File: src/rtl/wb_queue.sv
// wb_queue: writeback buffer in front of the 32x32 register file.
// Accepts results from the load unit (mem_*) and the ALU (alu_*), up to both in the
// same cycle. Loads are ordered before same-cycle ALU results. The buffer drains one
// entry per cycle into the register file's single write port (rf_load/rf_dest/rf_in).
// Writes to x0 are accepted and discarded without taking a slot.
// Ports:
//   clk, rst             clock, synchronous active-low reset
//   mem_valid/dest/data  load result in, mem_ready out
//   alu_valid/dest/data  ALU result in, alu_ready out
//   rf_load/dest/in      register file write port (decoded from state only)
//   src_a/src_b          forwarding lookup indices
//   fwd_*_hit/fwd_*_data youngest pending write to the looked-up register
//   count                entries currently held
// Optional: define WB_QUEUE_STATS_EN to add stall_cycles[31:0], a saturating count of
// cycles in which a valid producer was refused.
module wb_queue #(
  parameter int unsigned DEPTH = 4,
  parameter int unsigned PTR_W = $clog2(DEPTH)
) (
  input  logic             clk,
  input  logic             rst,
  input  logic             mem_valid,
  input  logic [4:0]       mem_dest,
  input  logic [31:0]      mem_data,
  output logic             mem_ready,
  input  logic             alu_valid,
  input  logic [4:0]       alu_dest,
  input  logic [31:0]      alu_data,
  output logic             alu_ready,
  output logic             rf_load,
  output logic [4:0]       rf_dest,
  output logic [31:0]      rf_in,
  input  logic [4:0]       src_a,
  input  logic [4:0]       src_b,
  output logic             fwd_a_hit,
  output logic [31:0]      fwd_a_data,
  output logic             fwd_b_hit,
  output logic [31:0]      fwd_b_data,
  output logic [PTR_W:0]   count
`ifdef WB_QUEUE_STATS_EN
  ,
  output logic [31:0]      stall_cycles
`endif
);

  localparam logic [PTR_W+1:0] DepthW = DEPTH[PTR_W+1:0];

  logic [4:0]       dest_q [DEPTH];
  logic [31:0]      data_q [DEPTH];
  logic [PTR_W-1:0] head_q, tail_q, tail_p1, alu_slot;
  logic [PTR_W:0]   count_q;

  logic             mem_nz, alu_nz, has_room, mem_claims, alu_room;
  logic             mem_take, alu_take, drain;
  logic [PTR_W+1:0] alu_need;

  assign mem_nz   = mem_dest != 5'd0;
  assign alu_nz   = alu_dest != 5'd0;
  // Room is judged on the registered count only; the entry draining this cycle
  // frees its slot from the next cycle on.
  assign has_room = {1'b0, count_q} < DepthW;
  // A load that will occupy a slot this cycle reserves it ahead of the ALU result.
  assign mem_claims = mem_valid && mem_nz && has_room;
  assign alu_need   = {1'b0, count_q} + {{(PTR_W + 1){1'b0}}, mem_claims}
                      + {{(PTR_W + 1){1'b0}}, 1'b1};
  assign alu_room   = alu_need <= DepthW;

  assign mem_ready = !mem_nz || has_room;
  assign alu_ready = !alu_nz || alu_room;

  assign mem_take = rst && mem_claims;
  assign alu_take = rst && alu_valid && alu_nz && alu_room;
  assign drain    = count_q != '0;

  assign tail_p1  = tail_q + {{(PTR_W - 1){1'b0}}, 1'b1};
  assign alu_slot = mem_take ? tail_p1 : tail_q;

  always_ff @(posedge clk) begin
    if (!rst) begin
      head_q  <= '0;
      tail_q  <= '0;
      count_q <= '0;
      for (int i = 0; i < DEPTH; i++) begin
        dest_q[i] <= '0;
        data_q[i] <= '0;
      end
    end else begin
      if (mem_take) begin
        dest_q[tail_q] <= mem_dest;
        data_q[tail_q] <= mem_data;
      end
      if (alu_take) begin
        dest_q[alu_slot] <= alu_dest;
        data_q[alu_slot] <= alu_data;
      end
      head_q  <= head_q + PTR_W'(drain);
      tail_q  <= tail_q + PTR_W'(mem_take) + PTR_W'(alu_take);
      count_q <= count_q + (PTR_W + 1)'(mem_take) + (PTR_W + 1)'(alu_take)
                 - (PTR_W + 1)'(drain);
    end
  end

  // Write port is a pure function of state; stale slot contents are masked when empty.
  always_comb begin
    rf_load = drain;
    rf_dest = '0;
    rf_in   = '0;
    if (drain) begin
      rf_dest = dest_q[head_q];
      rf_in   = data_q[head_q];
    end
  end

  // Walk entries oldest to youngest so the last match (closest to tail) wins.
  always_comb begin
    logic [PTR_W-1:0] idx;
    logic             live;
    fwd_a_hit  = 1'b0;
    fwd_a_data = '0;
    fwd_b_hit  = 1'b0;
    fwd_b_data = '0;
    idx        = '0;
    live       = 1'b0;
    for (int unsigned i = 0; i < DEPTH; i++) begin
      idx  = head_q + PTR_W'(i);
      live = (PTR_W + 1)'(i) < count_q;
      if (live && src_a != 5'd0 && dest_q[idx] == src_a) begin
        fwd_a_hit  = 1'b1;
        fwd_a_data = data_q[idx];
      end
      if (live && src_b != 5'd0 && dest_q[idx] == src_b) begin
        fwd_b_hit  = 1'b1;
        fwd_b_data = data_q[idx];
      end
    end
  end

  assign count = count_q;

`ifdef WB_QUEUE_STATS_EN
  logic [31:0] stall_q;
  logic        stall;

  assign stall = (mem_valid && !mem_ready) || (alu_valid && !alu_ready);

  always_ff @(posedge clk) begin
    if (!rst) begin
      stall_q <= '0;
    end else if (stall && stall_q != 32'hFFFF_FFFF) begin
      stall_q <= stall_q + 32'd1;
    end
  end

  assign stall_cycles = stall_q;
`endif

endmodule

File: config.mk
export PLATFORM = sky130hd
export DESIGN_NAME = wb_queue
export DESIGN_NICKNAME = d
export VERILOG_FILES = /design/src/rtl/wb_queue.sv
export SDC_FILE = /design/constraint.sdc
export NUM_CORES = 1
export LEC_CHECK = 0
export CORE_ASPECT_RATIO = 1.25
export CORE_MARGIN = 2
export CORE_UTILIZATION = 55
export DETAILED_ROUTE_END_ITERATION = 8
export PLACE_DENSITY = 0.81
export SLEW_MARGIN = 20
export SYNTH_ARGS = -nofsm -noshare
export SYNTH_HDL_FRONTEND = slang
export SYNTH_SLANG_ARGS = --single-unit
File: constraint.sdc
create_clock -name clk -period 4.56 [get_ports clk]
set_input_delay 0.456 -clock clk [delete_from_list [all_inputs] [get_ports clk]]
set_output_delay 0.456 -clock clk [all_outputs]
set_load 0.1 [all_outputs]
==> results of run 1 <==
flip-flops by register name (all words and copies together), names as in the netlist:
register,count
head_q,2
tail_q,2
dest_q,20
count,3
data_q,128
per-layer routing:
| layer | share of wire | vias up |
|---|---|---|
| li1 | - | 5168 |
| met1 | 0.36 | 5525 |
| met2 | 0.50 | 715 |
| met3 | 0.087 | 171 |
| met4 | 0.050 | 0 |
| met5 | 0 | - |
worst max-delay path by stage:
stage          cells past startpoint             end                 start  slack, ns
3_5_place_dp                       8  fwd_a_data[25]              src_a[1]       0.49
4_1_cts                            6        rf_in[0]  head_q[1]$_SDFF_PN0_       0.17
5_1_grt                            6        rf_in[0]  head_q[1]$_SDFF_PN0_       0.04
3_3_place_gp                       8   fwd_a_data[4]              src_a[1]       0.59
6_report                           8  fwd_a_data[25]  head_q[0]$_SDFF_PN0_       0.16
2_1_floorplan                      9  fwd_a_data[10]   count[1]$_SDFF_PN0_       0.06
power groups by stage:
stage | logic (mW) | clock network [mW] | registers (mW)
2_1_floorplan | 5.59 | 0 | 2.12
3_3_place_gp | 7.26 | 0 | 2.17
3_5_place_dp | 7.37 | 0 | 2.20
4_1_cts | 7.40 | 1.39 | 2.17
5_1_grt | 7.81 | 1.46 | 2.21
6_report | 7.47 | 1.40 | 2.17
final cells by class:
class	count	area share
clock buffer	17	0.02620
multi-input combinational	985	0.4792
sequential	155	0.2829
timing repair buffer	230	0.1766
clock inverter	15	0.009711
antenna	3	0.0004624
inverter	11	0.002697
tap	288	0.02220
placed cells by master (no fill, tap or decap), drive strengths merged, types with 3 or more instances in the layout:
| cell type | synthesis | final |
|---|---|---|
| o211ai | 5 | 5 |
| a211oi | 4 | 4 |
| diode | 0 | 3 |
| nor2 | 47 | 47 |
| a22o | 112 | 112 |
| mux4 | 8 | 8 |
| a21bo | 26 | 26 |
| dfxtp | 7 | 7 |
| o21ai | 43 | 43 |
| o22ai | 31 | 31 |
| and2 | 40 | 40 |
| a21oi | 41 | 41 |
| edfxtp | 148 | 148 |
| nor3 | 21 | 21 |
| clkbuf | 65 | 17 |
| mux2 | 60 | 60 |
| o221ai | 28 | 28 |
| clkdlybuf4s50 | 0 | 96 |
| o211a | 4 | 4 |
| nor2b | 8 | 8 |
| clkinvlp | 0 | 4 |
| or3 | 36 | 36 |
| nand3 | 39 | 39 |
| xor2 | 18 | 18 |
| buf | 65 | 134 |
| ha | 9 | 9 |
| inv | 11 | 17 |
| nand2 | 121 | 121 |
| mux2i | 185 | 185 |
| a21boi | 3 | 3 |
| clkinv | 0 | 4 |
| xnor2 | 36 | 36 |
| or4 | 3 | 3 |
| a221oi | 31 | 31 |
kinds of logic after synthesis:
kind of cell,Yosys count
and+or+nand+nor,329
buffers and inverters,141
DFF,155
adders and majority gates,11
muxes,253
xor gates and xnor gates,54
AOI/OAI and AO/OA,338
critical path, cell delays in order, from the launching register on:
cell and delay [ns]:
dfxtp_4 0.57, mux4_2 0.60, xor2_1 0.16, nor4b_1 0.48, o211a_1 0.38, o21ba_2 0.25, o21ai_4 0.37, o221ai_1 0.41
buf_12 0.27
per-stage QoR:
stage / hold WS, ns / instances / setup slack [ns]
after CTS: 0.7245 / 1701 / 0.1728
after detailed placement: 0.7142 / 1669 / 0.4891
final: 0.7329 / 1704 / 0.1644
after global placement: 0.7013 / 1669 / 0.5896
after global routing: 0.7837 / 1703 / 0.04414
after floorplan: 0.5777 / 1281 / 0.05509
==> results.cfg, run 1 <==
[placed_design]
port_buffers = 196
dp_hpwl_mm = 26.95
dpl_cell_area_um2 = 15640
gp_congestion = 0.9013

[power_and_ir_drop]
comb_power_share = 0.677
max-vdd-ir-drop_uv = 571.0
intPower_mw = 5.045
seqPwrFrac = 0.197
sw_frac_of_total = 0.5429
power.leakage_nw = 6.106
switching_power_mw = 5.992
power.total_mw = 11.04
cellPowerDensity_nw_per_um2 = 679.9
pwr-share-clk = 0.126

[global_route]
antenna_found_initial = 2
grt_usage = 0.3278
grt_max_degree = 101
grt_pass1_wl_mm = 63.26
busiest_layer = met2
met3_usage = 0.05153
grt-ovfl-total = 0
grt_util_met1 = 0.3854
grt_pass1_vias = 11752
grt_use_met2 = 0.5700

[logic_synthesis]
synth-simple-area-share = 0.1231
synthTopCellsByArea = edfxtp_1 (34%), mux2i_1 (14%), a22o_1 (7.6%)
synth_compound_area_frac = 0.2147
synth_flop_cell = edfxtp_1
yosysMostFrequentCell = mux2i_1
syn_inst = 1281
synth_top_area_frac = 0.3429
yosys.area.top_type = edfxtp_1
synth_fa_ha_area_frac = 0.01100
ys_types = 63
ys_ff_latch = 155
async_flop_share = 0
avgSynthCellArea_um2 = 10.12
yosys_warnings = 0
muxShareOfSynthArea = 0.2092
yosysSeqAreaShare = 0.3537
synth_top_family_by_area = compound AO/OA/AOI/OAI gates
synth_xor_area_frac = 0.03649
synth_common_cells = mux2i_1 (184), edfxtp_1 (148), nand2_1 (121), a22o_1 (112), clkbuf_1 (62)
syn_area_um2 = 12960
synth.net_count = 1379
synth-edff-count = 148

[worst_hold_path]
hold_path_end = tail_q[1]$_SDFF_PN0_
min_path_type = reg2reg
hold-path-cell-count = 2
hold_start = tail_q[1]$_SDFF_PN0_

[routing]
antenna_left = 0
via_count = 11579
drt_pass1_iterations = 6
first_iter_violations = 1166
routed_wl_mm = 40.77
viasPerCell = 6.795
routedWlPerCell_um = 23.92
drc_errors = 0

[cells_and_area]
drive_above_1_share = 0.2243
multi_input_area_um2 = 7780
utilization = 0.7046
fin_nets = 1498
stdcell_area_um2 = 16230
final-seq-area_um2 = 4592
area_delta_synth_final_pct = 25.25
n_fill_cell = 1655

[critical_path]
cp-start-kind = flop
r2r-start = count[2]$_SDFF_PN0_
worstSetupEndpointType = output pin
crit_type = reg2out
worstPathRequired_ns = 4.10
arrival_ns = 3.94
cp_max_fo = 29
reg2reg_slack_ns = 1.08
r2r-end = data_q[2][31]$_DFFE_PP_
reg2regPathDepth = 12

[clock_tree]
h-tree-depth = 4
clk_latency_ns = 0.43
numCtsBuffers = 17
ctsRootBufferMaster = clkbuf_16
cts_resized = 0
clock_path_buffers = 2
tritoncts = done
post_cts_buffers = 0
cts_hold_buf = 0
numClockSinks = 155
clkTransAtPathRegs_ns = 0.07

[sta]
fmax_mhz = 227.5
hold_viol = 0
period_share = 0.9639
layout_min_cycle_time_ns = 4.396
max_slew.worst_pin.slew_ns = 1.012
tns_ns = 0
setup_viol_count_final = 0
timing.final.max_slew_violations = 0
slew_headroom = 0.3230
rsz0062_at_grt = false
fin_skew_ns = 0.006624

[floorplanning]
die_y_um = 175.6
die_w_um = 141.3
coreArea_um2 = 23040
start_util = 0.5626
io_pins = 197
die-area_um2 = 24820
std_cell_rows = 62

[status]
status = finished clean

[run]
max_cap_viol_count = 0
Note: power is estimated with default switching activity, not from simulation.
==> run 2, diff against run 1 <==
Settings changed: CORE_UTILIZATION 55 to 60, PLACE_DENSITY 0.81 to 0.87, REMOVE_ABC_BUFFERS set to 1.
Clock period 4.56 ns to 5.13 ns, I/O delays scaled along.
==> results.cfg, run 2 (synthesis gave the netlist of run 1 again) <==
[power_and_ir_drop]
sw_frac_of_total = 0.5421
pwr-share-clk = 0.128
power.leakage_nw = 6.046
seqPwrFrac = 0.202
switching_power_mw = 5.298
max-vdd-ir-drop_uv = 663.9
intPower_mw = 4.475
cellPowerDensity_nw_per_um2 = 605.2
comb_power_share = 0.670

[critical_path]
arrival_ns = 4.41
r2r-end = data_q[3][4]$_DFFE_PP_
crit_type = reg2out
reg2regPathDepth = 12
r2r-start = count[2]$_SDFF_PN0_
cp_max_fo = 46
worstSetupEndpointType = output pin
cp-start-kind = flop
worstPathRequired_ns = 4.62
reg2reg_slack_ns = 1.73

[floorplanning]
die-area_um2 = 22800
die_w_um = 135.5
die_y_um = 168.3
io_pins = 197
start_util = 0.6058
std_cell_rows = 60
coreArea_um2 = 21400

[sta]
setup_viol_count_final = 0
layout_min_cycle_time_ns = 4.925
hold_viol = 0
rsz0062_at_grt = false
fmax_mhz = 203.0
fin_skew_ns = 0.007021
period_share = 0.9601
max_slew.worst_pin.slew_ns = 1.075
holdWs_ns = 0.7121
slew_headroom = 0.2809
timing.final.max_slew_violations = 0
layout_setup_ws_ns = 0.2045

[worst_hold_path]
hold_start = count[0]$_SDFF_PN0_
min_path_type = reg2reg
hold_path_end = count[0]$_SDFF_PN0_
hold-path-cell-count = 2

[global_route]
antenna_found_initial = 5
grt_usage = 0.3522
grt-ovfl-total = 0
grt_pass1_wl_mm = 61.97
grt_pass1_vias = 11711
grt_max_degree = 65

[placed_design]
gp_congestion = 0.9759
post-place-ws_ns = 0.7897
dpl_cell_area_um2 = 15560
port_buffers = 196
dp_hpwl_mm = 26.22

[cells_and_area]
fin_nets = 1493
regMostFlops = data_q
n_fill_cell = 1419
mostFrequentLayoutCell = mux2i_1
stdcell_area_um2 = 16150
largest_register_ffs = 128
final_cell_mix = mux2i_1 (184), edfxtp_1 (148), nand2_1 (119)
area_delta_synth_final_pct = 24.61
drive_above_1_share = 0.2088

[routing]
routed_wl_mm = 40.78
routedWlPerCell_um = 24.10
via_count = 11831
viasPerCell = 6.992
drt_pass1_iterations = 6
antenna_left = 0
drc_errors = 0
first_iter_violations = 1099

[status]
status = finished clean

[run]
max_cap_viol_count = 0

[clock_tree]
clk_latency_ns = 0.44
numCtsBuffers = 17
ctsRootBufferMaster = clkbuf_16
cts_resized = 0
clock_path_buffers = 2
cts_hold_buf = 0
clkTransAtPathRegs_ns = 0.07
post_cts_buffers = 0
numClockSinks = 155
h-tree-depth = 4
tritoncts = done
run 2: changes by cell type in the layout (fill, tap and decap cells not counted), sizes merged:
cell	previous run	this run
buf	134	111
clkdlybuf4s50	96	114
inv	17	20
clkinvlp	4	2
diode	3	5
clkinv	4	3
run 2: area by class of cell:
type | instances | area [um^2] | share of cell area
Antenna cell | 5 | 12.51 | 0.0007747
Sequential cell | 155 | 4592 | 0.2843
Clock buffer | 17 | 425.4 | 0.02634
Timing Repair Buffer | 225 | 2800 | 0.1734
Multi-Input combinational cell | 985 | 7774 | 0.4813
Tap cell | 279 | 349.1 | 0.02161
Clock inverter | 15 | 153.9 | 0.009529
Inverter | 11 | 43.79 | 0.002711
run 2: power by group through the flow:
stage                     Clock (mW)  Combinational, mW  Sequential, mW
after floorplan                    0               4.81            2.16
after CTS                       1.25               6.48            1.96
final                           1.25               6.55            1.97
after global routing            1.30               6.84            2.00
after global placement             0               6.34            1.96
after detailed placement           0               6.45            1.99
run 2: stage by stage:
step	power (mW)	setup TNS, ns	instances	utilization
2_1_floorplan	6.971	-506.48	1151	-
3_3_place_gp	8.295	0	1655	0.7272
3_5_place_dp	8.442	0	1655	0.7272
4_1_cts	9.691	0	1687	0.7543
5_1_grt	10.14	0	1690	0.7546
6_report	9.774	0	1692	0.7549
run 2: worst max path at each step:
stage                         start  slack, ns             end
6_report       head_q[1]$_SDFF_PN0_       0.20   fwd_a_data[3]
5_1_grt        head_q[1]$_SDFF_PN0_       0.09  fwd_a_data[25]
4_1_cts        head_q[1]$_SDFF_PN0_       0.29   fwd_a_data[3]
3_5_place_dp   head_q[1]$_SDFF_PN0_       0.79   fwd_a_data[3]
3_3_place_gp   head_q[1]$_SDFF_PN0_       0.83   fwd_a_data[3]
2_1_floorplan  head_q[0]$_SDFF_PN0_      -5.70   fwd_a_data[0]
run 2: per-layer routing:
metal / share of wire / track usage / up-vias
li1: - / - / 5162
met1: 0.36 / 0.4054 / 5699
met2: 0.50 / 0.6166 / 784
met3: 0.082 / 0.04818 / 186
met4: 0.057 / 0.2151 / 0
met5: 0 / 0 / -
run 2: critical path, stage by stage, from the launching register on:
cell	delay [ns]
dfxtp_4	0.82
buf_4	0.67
mux4_2	0.48
xor2_1	0.15
nor2_1	0.06
o2111a_1	0.19
o21ai_4	0.85
o221ai_1	0.41
buf_12	0.28
==> run 3, diff against run 2 <==
Settings changed: ABC_AREA set to 1, CORE_UTILIZATION 60 to 61, PLACE_DENSITY 0.87 to 0.88, SKIP_CTS_REPAIR_TIMING set to 1.
Clock period 5.13 ns to 6.4 ns, I/O delays scaled along.
==> results.cfg, run 3 <==
[routing]
drt_pass1_iterations = 7
via_count = 16231
drc_errors = 0
viasPerCell = 6.202
first_iter_violations = 2092
routedWlPerCell_um = 18.46
antenna_left = 0
routed_wl_mm = 48.32

[critical_path]
reg2regPathDepth = 13
reg2reg_slack_ns = 2.08
worstPathRequired_ns = 5.76
cp_cell_sequence = inv_2 > nand2_1 > nand2_4 > nand3_1 > nand3_1 > nand2_1 > nor2_4 > buf_4 > nand3_2 > buf_4 > nand2_1 > nand3_1 > nand2_1 > nand2_1 > buf_12
cpMostUsedCell = nand2_1
r2r-end = data_q[2][0]$_DFFE_PP_
worstSetupEndpointType = output pin
max_stage_delay_ns = 0.71
arrival_ns = 4.89
r2r-start = count[2]$_SDFF_PN0_
cp-start-kind = flop
crit_type = reg2out
crit_buf_inv = 4
path_delay_family = simple AND/OR/NAND/NOR gates
critPathSlowestCell = nand2_4
cp_max_fo = 78

[floorplanning]
std_cell_rows = 61
io_pins = 197
die-area_um2 = 24030
die_w_um = 139.1
die_y_um = 172.8
start_util = 0.6241
coreArea_um2 = 22290

[logic_synthesis]
yosys.area.top_type = edfxtp_1
synth_common_cells = nand2_1 (716), nor2_1 (301), o21ai_0 (261), inv_1 (247), edfxtp_1 (148)
ys_types = 31
avgSynthCellArea_um2 = 6.177
async_flop_share = 0
ys_ff_latch = 155
yosysMostFrequentCell = nand2_1
yosys_warnings = 0
yosysSeqAreaShare = 0.3296
synth_top_area_frac = 0.3195
syn_inst = 2252
synth_flop_cell = edfxtp_1
synth-edff-count = 148
synthTopCellsByArea = edfxtp_1 (32%), nand2_1 (19%), o21ai_0 (9.4%)
syn_area_um2 = 13910

[sta]
setup_viol_count_final = 0
max_slew.worst_pin.slew_ns = 1.107
layout_setup_ws_ns = 0.8674
fin_skew_ns = 0.008571
hold_viol = 0
slew_headroom = 0.2623
tns_ns = 0
layout_min_cycle_time_ns = 5.533
rsz0062_at_grt = false
period_share = 0.8645
fmax_mhz = 180.7
timing.final.max_slew_violations = 0

[global_route]
grt_max_degree = 136
grt_usage = 0.3912
grt_pass1_vias = 15872
grt-ovfl-total = 0
antenna_found_initial = 0
grt_pass1_wl_mm = 76.09

[cells_and_area]
area_delta_synth_final_pct = 21.53
regMostFlops = data_q
final_cell_mix = nand2_1 (708), nor2_1 (299), o21ai_0 (261)
drive_above_1_share = 0.06941
n_antenna_cell = 0
n_fill_cell = 1663
utilization = 0.7585
fin_nets = 2419
largest_register_ffs = 128
mostFrequentLayoutCell = nand2_1
layoutNonFillerInstCount = 2617

[power_and_ir_drop]
cellPowerDensity_nw_per_um2 = 552.6
pwr-share-clk = 0.107
max-vdd-ir-drop_uv = 584.2
power.leakage_nw = 7.485
power.total_mw = 9.341
sw_frac_of_total = 0.6217
comb_power_share = 0.732
seqPwrFrac = 0.162
switching_power_mw = 5.808
intPower_mw = 3.533

[status]
status = finished clean

[clock_tree]
numClockSinks = 155
clk_latency_ns = 0.44
numCtsBuffers = 17
h-tree-depth = 4
ctsRootBufferMaster = clkbuf_16
clock_path_buffers = 2
tritoncts = done
clkTransAtPathRegs_ns = 0.07

[worst_hold_path]
hold_path_end = tail_q[1]$_SDFF_PN0_
hold_start = tail_q[1]$_SDFF_PN0_
hold-path-cell-count = 1
min_path_type = reg2reg

[placed_design]
port_buffers = 196
dp_cells = 2585
post-place-ws_ns = 1.447
dp_hpwl_mm = 29.99
gp_congestion = 0.9534

[run]
max_cap_viol_count = 0
## run 3: cell count changes in the layout (fill, tap and decap cells not counted), moves of 86 or more
cell	before	now
nand2_1	119	708
mux2i_1	184	0
o21ai_0	39	261
inv_1	9	247
nand3_1	39	125
a22o_1	112	0
nor2_1	44	299
## run 3: how the worst max path moves through the flow
stage | cells past startpoint | end | startpoint | slack (ns)
3_5_place_dp | 15 | data_q[2][4]$_DFFE_PP_ | mem_dest[1] | 1.45
5_1_grt | 15 | fwd_b_data[11] | head_q[0]$_SDFF_PN0_ | 0.70
4_1_cts | 15 | fwd_b_data[10] | head_q[0]$_SDFF_PN0_ | 1.04
3_3_place_gp | 14 | data_q[1][13]$_DFFE_PP_ | mem_dest[1] | 1.20
2_1_floorplan | 12 | fwd_a_hit | head_q[0]$_SDFF_PN0_ | -3.58
6_report | 15 | fwd_b_data[10] | head_q[0]$_SDFF_PN0_ | 0.87
## run 3: layout make-up
class / instances / area, um^2 / share of cell area
clock inverters: 15 / 143.9 / 0.008512
flip-flops and latches: 155 / 4592 / 0.2717
clock buffers: 17 / 425.4 / 0.02517
inverters: 253 / 949.7 / 0.05618
multi-input cells: 1678 / 7662 / 0.4533
repair buffers: 216 / 2776 / 0.1642
well taps: 283 / 354.1 / 0.02095
## run 3: per-stage QoR
stage                     hold WS [ns]  instance area [um^2]
after floorplan                 0.4552                 13080
after global placement          0.4819                 16320
after detailed placement        0.4948                 16330
after CTS                       0.5093                 16900
after global routing            0.5319                 16900
final                           0.5139                 16900
## run 3: per-layer routing
layer,wire (um),track usage,vias up
met5,0,0,-
met4,3639,0.3009,0
met3,5883,0.09665,351
met2,22810,0.6548,1265
met1,15990,0.4249,7124
li1,-,-,7491
## run 3: power by group through the flow
stage               clock network (mW)  logic [mW]  registers, mW
floorplan                            0        4.58           1.66
global placement                     0        6.56           1.52
detailed placement                   0        6.68           1.53
CTS                              0.977        6.70           1.51
global route                      1.01        7.19           1.54
finish                           0.995        6.83           1.51
## run 3: kinds of logic after synthesis
family | after synthesis | synth area share
compound gates | 428 | 0.1665
flops | 155 | 0.3296
fa+ha+maj | 10 | 0.009535
buf+inv | 419 | 0.1278
simple gates | 1231 | 0.3609
xor+xnor | 9 | 0.005667
